`src/rtl/cpu_common.sv`:
```
// Shared CPU-side types and constants; the data-memory arbiter state lives here.
package cpu_common;

  typedef enum logic {
    ARB_NORMAL = 1'b0,
    ARB_FORCE  = 1'b1
  } arb_state_t;

  localparam int DMEM_ARB_STARVE_LIMIT = 8;

  // Response tag: who owned the port last cycle and whether it was a read.
  typedef struct packed {
    logic dbg;
    logic rd;
  } dmem_rsp_tag_t;

endpackage

```
`src/rtl/dmem_arbiter.sv`:
```
// Two-requester data-memory arbiter: CPU has priority, the debug/DMA port
// is forced through for one cycle after STARVE_LIMIT consecutive refusals.
module dmem_arbiter
  import cpu_common::*;
#(
  parameter int STARVE_LIMIT = DMEM_ARB_STARVE_LIMIT
) (
  input  logic        clk_i,
  input  logic        reset_i,
  input  logic [31:0] cpu_addr_i,
  input  logic        cpu_read_enable_i,
  input  logic [31:0] cpu_write_data_i,
  input  logic [3:0]  cpu_write_mask_i,
  output logic        cpu_stall_o,
  output logic [31:0] cpu_read_data_o,
  input  logic        dbg_req_i,
  input  logic [31:0] dbg_addr_i,
  input  logic [31:0] dbg_write_data_i,
  input  logic [3:0]  dbg_write_mask_i,
  output logic        dbg_gnt_o,
  output logic [31:0] dbg_read_data_o,
  output logic        dbg_rvalid_o,
  output logic [31:0] dmem_addr_o,
  output logic        dmem_read_enable_o,
  output logic [31:0] dmem_write_data_o,
  output logic [3:0]  dmem_write_mask_o,
  input  logic [31:0] dmem_read_data_i
);

  localparam int SW = $clog2(STARVE_LIMIT + 1);
  localparam logic [SW-1:0] LIMIT = SW'(STARVE_LIMIT);

  arb_state_t      state_q, state_d;
  logic [SW-1:0]   starve_q, starve_d;
  dmem_rsp_tag_t   tag_q, tag_d;
  logic            cpu_active;
  logic            dbg_own;

  always_comb begin
    cpu_active  = cpu_read_enable_i | (|cpu_write_mask_i);
    dbg_own     = 1'b0;
    cpu_stall_o = 1'b0;
    if (!reset_i) begin
      if (state_q == ARB_FORCE) begin
        dbg_own     = dbg_req_i;
        cpu_stall_o = dbg_req_i & cpu_active;
      end else begin
        dbg_own     = dbg_req_i & ~cpu_active;
      end
    end
    dbg_gnt_o = dbg_own;

    // Idle or reset leaves the CPU address/data on the port with no strobes.
    if (dbg_own) begin
      dmem_addr_o        = dbg_addr_i;
      dmem_write_data_o  = dbg_write_data_i;
      dmem_read_enable_o = ~(|dbg_write_mask_i);
      dmem_write_mask_o  = dbg_write_mask_i;
    end else begin
      dmem_addr_o        = cpu_addr_i;
      dmem_write_data_o  = cpu_write_data_i;
      dmem_read_enable_o = cpu_read_enable_i & ~reset_i;
      dmem_write_mask_o  = cpu_write_mask_i & {4{~reset_i}};
    end

    if (dbg_req_i && !dbg_own)
      starve_d = (starve_q == LIMIT) ? LIMIT : starve_q + 1'b1;
    else
      starve_d = '0;

    // Refusal count hitting the limit buys exactly one forced cycle.
    state_d = ((state_q == ARB_NORMAL) && (starve_d == LIMIT)) ? ARB_FORCE : ARB_NORMAL;

    tag_d.dbg = dbg_own;
    tag_d.rd  = dmem_read_enable_o;

    dbg_rvalid_o    = tag_q.dbg & tag_q.rd & ~reset_i;
    dbg_read_data_o = dmem_read_data_i;
    cpu_read_data_o = dmem_read_data_i;
  end

  always_ff @(posedge clk_i) begin
    if (reset_i) begin
      state_q  <= ARB_NORMAL;
      starve_q <= '0;
      tag_q    <= '0;
    end else begin
      state_q  <= state_d;
      starve_q <= starve_d;
      tag_q    <= tag_d;
    end
  end

endmodule

```
`config.mk`:
```
export PLATFORM = sky130hd
export DESIGN_NAME = dmem_arbiter
export DESIGN_NICKNAME = d
export VERILOG_FILES = /design/src/rtl/cpu_common.sv /design/src/rtl/dmem_arbiter.sv
export SDC_FILE = /design/constraint.sdc
export NUM_CORES = 1
export LEC_CHECK = 0
export BUFFER_PORTS_ARGS = -buffer_cell sky130_fd_sc_hd__buf_2
export CORE_AREA = 5 5 115 117
export CTS_CLUSTER_DIAMETER = 100
export DETAILED_ROUTE_END_ITERATION = 6
export DIE_AREA = 0 0 120 122
export PLACE_DENSITY = 0.51
export REMOVE_ABC_BUFFERS = 1
export SYNTH_ARGS = -nofsm -noshare
export SYNTH_HDL_FRONTEND = slang
export SYNTH_SLANG_ARGS = --single-unit
```
`constraint.sdc`:
```
create_clock -name clk_i -period 2.1 [get_ports clk_i]
set_input_delay 0.21 -clock clk_i [delete_from_list [all_inputs] [get_ports clk_i]]
set_output_delay 0.21 -clock clk_i [all_outputs]
set_load 0.02 [all_outputs]
```
Yosys cells after proc, flatten, opt, wreduce, memory -nomap -nowiden
Cells that the tools add are included.
W data, S select, Z words.
{"block": "totals", "ff_bits": 7, "latchBits": 0, "ramBits": 0, "mem_bits_ro": 0, "in_bits": 172, "out_inout_bits": 136, "elab_cells": 34, "mem_count": 0}
{"block": "op_classes", "addsub": 1, "mul": 0, "div_mod_pow": 0, "n_lt_le_gt_ge": 0, "eq_ne": 2, "n_shift": 0, "mux": 11, "bitwise_logic": 11, "n_reduce_logical": 5}
{"cell": "$mux W32", "count": 2}
{"cell": "$mux W4", "count": 3}
{"cell": "$eq A4 B4 Y1 const B", "count": 2}
{"cell": "$reduce_or A4 Y1", "count": 2}
{"cell": "$mux W1", "count": 6}
{"cell": "$and A1 B1 Y1", "count": 5}
{"cell": "$add A4 B1 Y4 const B", "count": 1}
{"cell": "$and A4 B4 Y4", "count": 1}
{"cell": "$not A1 Y1", "count": 4}
{"cell": "$logic_and A1 B1 Y1", "count": 2}
{"cell": "$logic_not A1 Y1", "count": 1}
{"cell": "$or A1 B1 Y1", "count": 1}

Longest topological paths before layout
{"block": "depth", "word_depth": 12, "mapped_depth": 7, "ltp_nobuf": 6}

Worst setup path before layout
OpenSTA, ideal clock, no wires.
{"block": "synth_path", "path_type": "input -> output", "from": "input reset_i", "to": "output dmem_write_mask_o[2]", "arrival_ps": 1789, "t_required_ps": 1890, "path_slack_ps": 101, "stages": 7, "path_buffers": 3, "cell_sequence": "clkbuf_1 > and2b_1 > nand2_2 > buf_6 > buf_6 > inv_1 > o32ai_1"}
{"block": "synth_via", "word_cells_on_any_way": 4, "cone_classes": "mux: 2; bitwise: 2"}
{"item": "start: declaration", "line_no": "dmem_arbiter.sv:9", "rtl": "input logic reset_i,"}
{"item": "$mux W1", "line_no": "dmem_arbiter.sv:43", "rtl": "if (!reset_i) begin"}
{"item": "via dbg_gnt_o", "line_no": "dmem_arbiter.sv:20", "rtl": "output logic dbg_gnt_o,"}
{"item": "$mux W4", "line_no": "dmem_arbiter.sv:54", "rtl": "if (dbg_own) begin"}
{"item": "end: declaration", "line_no": "dmem_arbiter.sv:26", "rtl": "output logic [3:0] dmem_write_mask_o,"}
The timed path passes the listed nets, and every way through them passes these cells.

Final worst setup path
{"block": "layout_path", "from": "input cpu_write_mask_i[3]", "to": "output dmem_addr_o[18]"}
{"block": "layout_via", "elab_chain_cells": 7}
{"item": "start: declaration", "line_no": "dmem_arbiter.sv:13", "rtl": "input logic [3:0] cpu_write_mask_i,"}
{"item": "$reduce_or A4 Y1", "line_no": "dmem_arbiter.sv:40", "rtl": "cpu_active = cpu_read_enable_i | (|cpu_write_mask_i);"}
{"item": "$or A1 B1 Y1", "line_no": "dmem_arbiter.sv:40"}
{"item": "$not A1 Y1", "line_no": "dmem_arbiter.sv:48", "rtl": "dbg_own = dbg_req_i & ~cpu_active;"}
{"item": "$and A1 B1 Y1", "line_no": "dmem_arbiter.sv:48"}
{"item": "$mux W1", "line_no": "dmem_arbiter.sv:44", "rtl": "if (state_q == ARB_FORCE) begin"}
{"item": "$mux W1", "line_no": "dmem_arbiter.sv:43"}
{"item": "$mux W32", "line_no": "dmem_arbiter.sv:54"}
{"item": "end: declaration", "line_no": "dmem_arbiter.sv:23", "rtl": "output logic [31:0] dmem_addr_o,"}
No other way between the ends.

==> results.cfg <==
[run_status]
status = finished clean

[global_route]
busiest_layer = met1
grt_pass1_wl_um = 12300
met3_usage_pct = 8.17
antenna_found_initial = 0
grt_pass1_vias = 1969
grt_max_degree = 33
track_usage_pct = 11.2
grtUsageMet2_pct = 13.5
met1_usage_pct = 15.2
gr-total-overflow = 0

[critical_path]
crit_start = cpu_write_mask_i[3]
critPathKind = primary input to output port
critPathLaunchType = primary input
cp.arrival_ps = 1870
endpoint = dmem_addr_o[18]
reg2regPathDepth = 4
critPathRequiredTime_ps = 1890
rr_startpoint = state_q
cp_max_fo = 32
r2r-end = tag_q[0]
rrSetupSlack_ps = 990
end_kind = output port

[timing]
worst_pin_slew_ps = 279
rsz0062_at_grt = yes
setup_viol = 0
drv_slew = 0
finalCritPeriodShare_pct = 99.0
final-hold-violation-count = 0
slew-limit-headroom_pct = 81.4
fin_crit_ps = 2080
max_freq_ghz = 0.481
fin_setup_tns_ps = 0
clock_skew_ps = 0.292

[synth]
yosys_register_bits = 7
yosys.area.top_type = mux2_4
ys_seq_area_share_pct = 7.67
synthMostInstantiatedCell = buf_4
syn_area_mm2 = 0.00183
synth.distinct_cells = 27
yosys-top-cells-area = mux2_4 (31%), buf_4 (26%), mux2_2 (16%)
synth_fa_ha_area_share_pct = 1.37
ys_warn_count = 0
synth_edf_count = 0
synth-simple-area-share_pct = 5.82
synthFlopType = dfxtp_1
async_flop_share_pct = 0
synth_top_family_by_area = multiplexers
synthTopCellsByCount = buf_4 (64), mux2_4 (38), mux2_2 (26), nor2_1 (8), dfxtp_1 (7)
synth_compound_area_share_pct = 5.07
synth_mux_area_share_pct = 47.8
yosysTopAreaCellShare_pct = 31.2
synth-xor-area-share_pct = 0.958
synthCells = 186
synth_area_per_cell_um2 = 9.83

[placed_design]
place_congestion = 0.743
io_buffers = 211
place_hpwl_um = 8230

[floorplanning]
ios = 308
start_util_pct = 14.9
dieArea_mm2 = 0.0146
core.rowCount = 41
die_w_um = 120
core_area_mm2 = 0.0123
die_h_um = 122

[layout]
area_delta_synth_final_pct = 45.9
fillers = 1347
fin_nets = 509
num_antenna_cells = 0
drive_above_1_share_pct = 85.9

[route]
drc = 0
drtAntennaViolNets = 0
vias = 1918
first_pass_iters = 4
wl_per_cell_um = 19.2
viasPerCell = 3.96
routed_wl_um = 9270
first_iter_violations = 62

[worst_hold_path]
min_path_cells = 3
hold_path.class = primary input to register

[clock_network]
cts_tree = done
cts-resized-gates = 0
cts_buffer_depth = 2
cts_buffers = 3
h-tree-depth = 1
clkTransAtPathRegs_ps = 30
cts_root_buffer = clkbuf_16
clk_latency_ps = 230
cts_sinks = 7

[pwr]
total_power_uw = 889
irDropWorstVdd_mv = 0.230
p_leak_uw = 0.00158
p_per_area_mw_per_mm2 = 333

[flow_run]
cap_violations = 0
## flip-flops by register name, indices dropped and copies added, names as in the netlist
register,flops
starve_q,4
state_q,1
tag_q,2
## placed cells by master (no fill, tap or decap), types with 3 or more instances in the layout
cell / count
clkbuf_16: 3
a32oi_1: 3
nor2_1: 8
mux2_4: 38
buf_2: 211
dfxtp_1: 7
buf_4: 3
inv_1: 6
nand2_1: 6
mux2_2: 26
## layout make-up
cell class	instances	area (um^2)	area share, %
multi-input combinational	101	1120	42.0
timing repair buffer	216	1120	41.9
tap	150	188	7.04
sequential	7	140	5.25
clock buffer	4	78.8	2.95
inverter	6	22.5	0.844
## how the worst min path moves through the flow
| stage | startpoint | slack (ps) | to |
|---|---|---|---|
| 5_1_grt | cpu_read_enable_i | 330 | tag_q[0] |
| 3_3_place_gp | dmem_read_data_i[30] | 420 | cpu_read_data_o[30] |
| 4_1_cts | cpu_read_enable_i | 300 | tag_q[0] |
| 2_1_floorplan | reset_i | 280 | tag_q[0] |
| 6_report | cpu_read_enable_i | 290 | tag_q[0] |
| 3_5_place_dp | dmem_read_data_i[30] | 420 | cpu_read_data_o[30] |
## routing by layer
metal  up-vias  share of wire (%)
li1        876                  -
met5         -               0.57
met4         2               0.75
met3         8                 16
met2       176                 39
met1       856                 43
## worst max-delay path: stages
cell and delay [ps]:
buf_2 110, or4_4 560, o21bai_4 170, nand2_4 90, buf_12 200, mux2_4 340, buf_2 170
## kinds of logic after synthesis
kind of cell	count (synthesis)
buffers and inverters	78
multiplexers	65
AND/OR/NAND/NOR	22
AO/OA/AOI/OAI	10
flip-flops	7
XOR/XNOR	2
adder cells (fa/ha/maj)	2
## metrics by stage
step / utilization, % / hold slack [ps] / std cells / instance area, um^2 / setup WS (ps)
after detailed placement: 21.1 / 420 / 480 / 2590 / 24.1
after global routing: 21.8 / 327 / 484 / 2670 / -20.5
final: 21.8 / 294 / 484 / 2670 / 20.2
after floorplan: - / 282 / 114 / 1280 / -750
after global placement: 21.1 / 420 / 480 / 2590 / 37.5
after CTS: 21.8 / 298 / 484 / 2670 / 17.1
## where the power goes
part / switching (uW) / internal, uW
Combinational: 207 / 223
Clock: 67.5 / 252
Sequential: 2.41 / 137
## what timing repair did
action,4_1_cts,5_1_grt
buffers inserted,0,0
hold endpoints to repair,0,0
hold buffers,0,0
setup endpoints to repair,0,5
(Power assumes the default switching activity.)
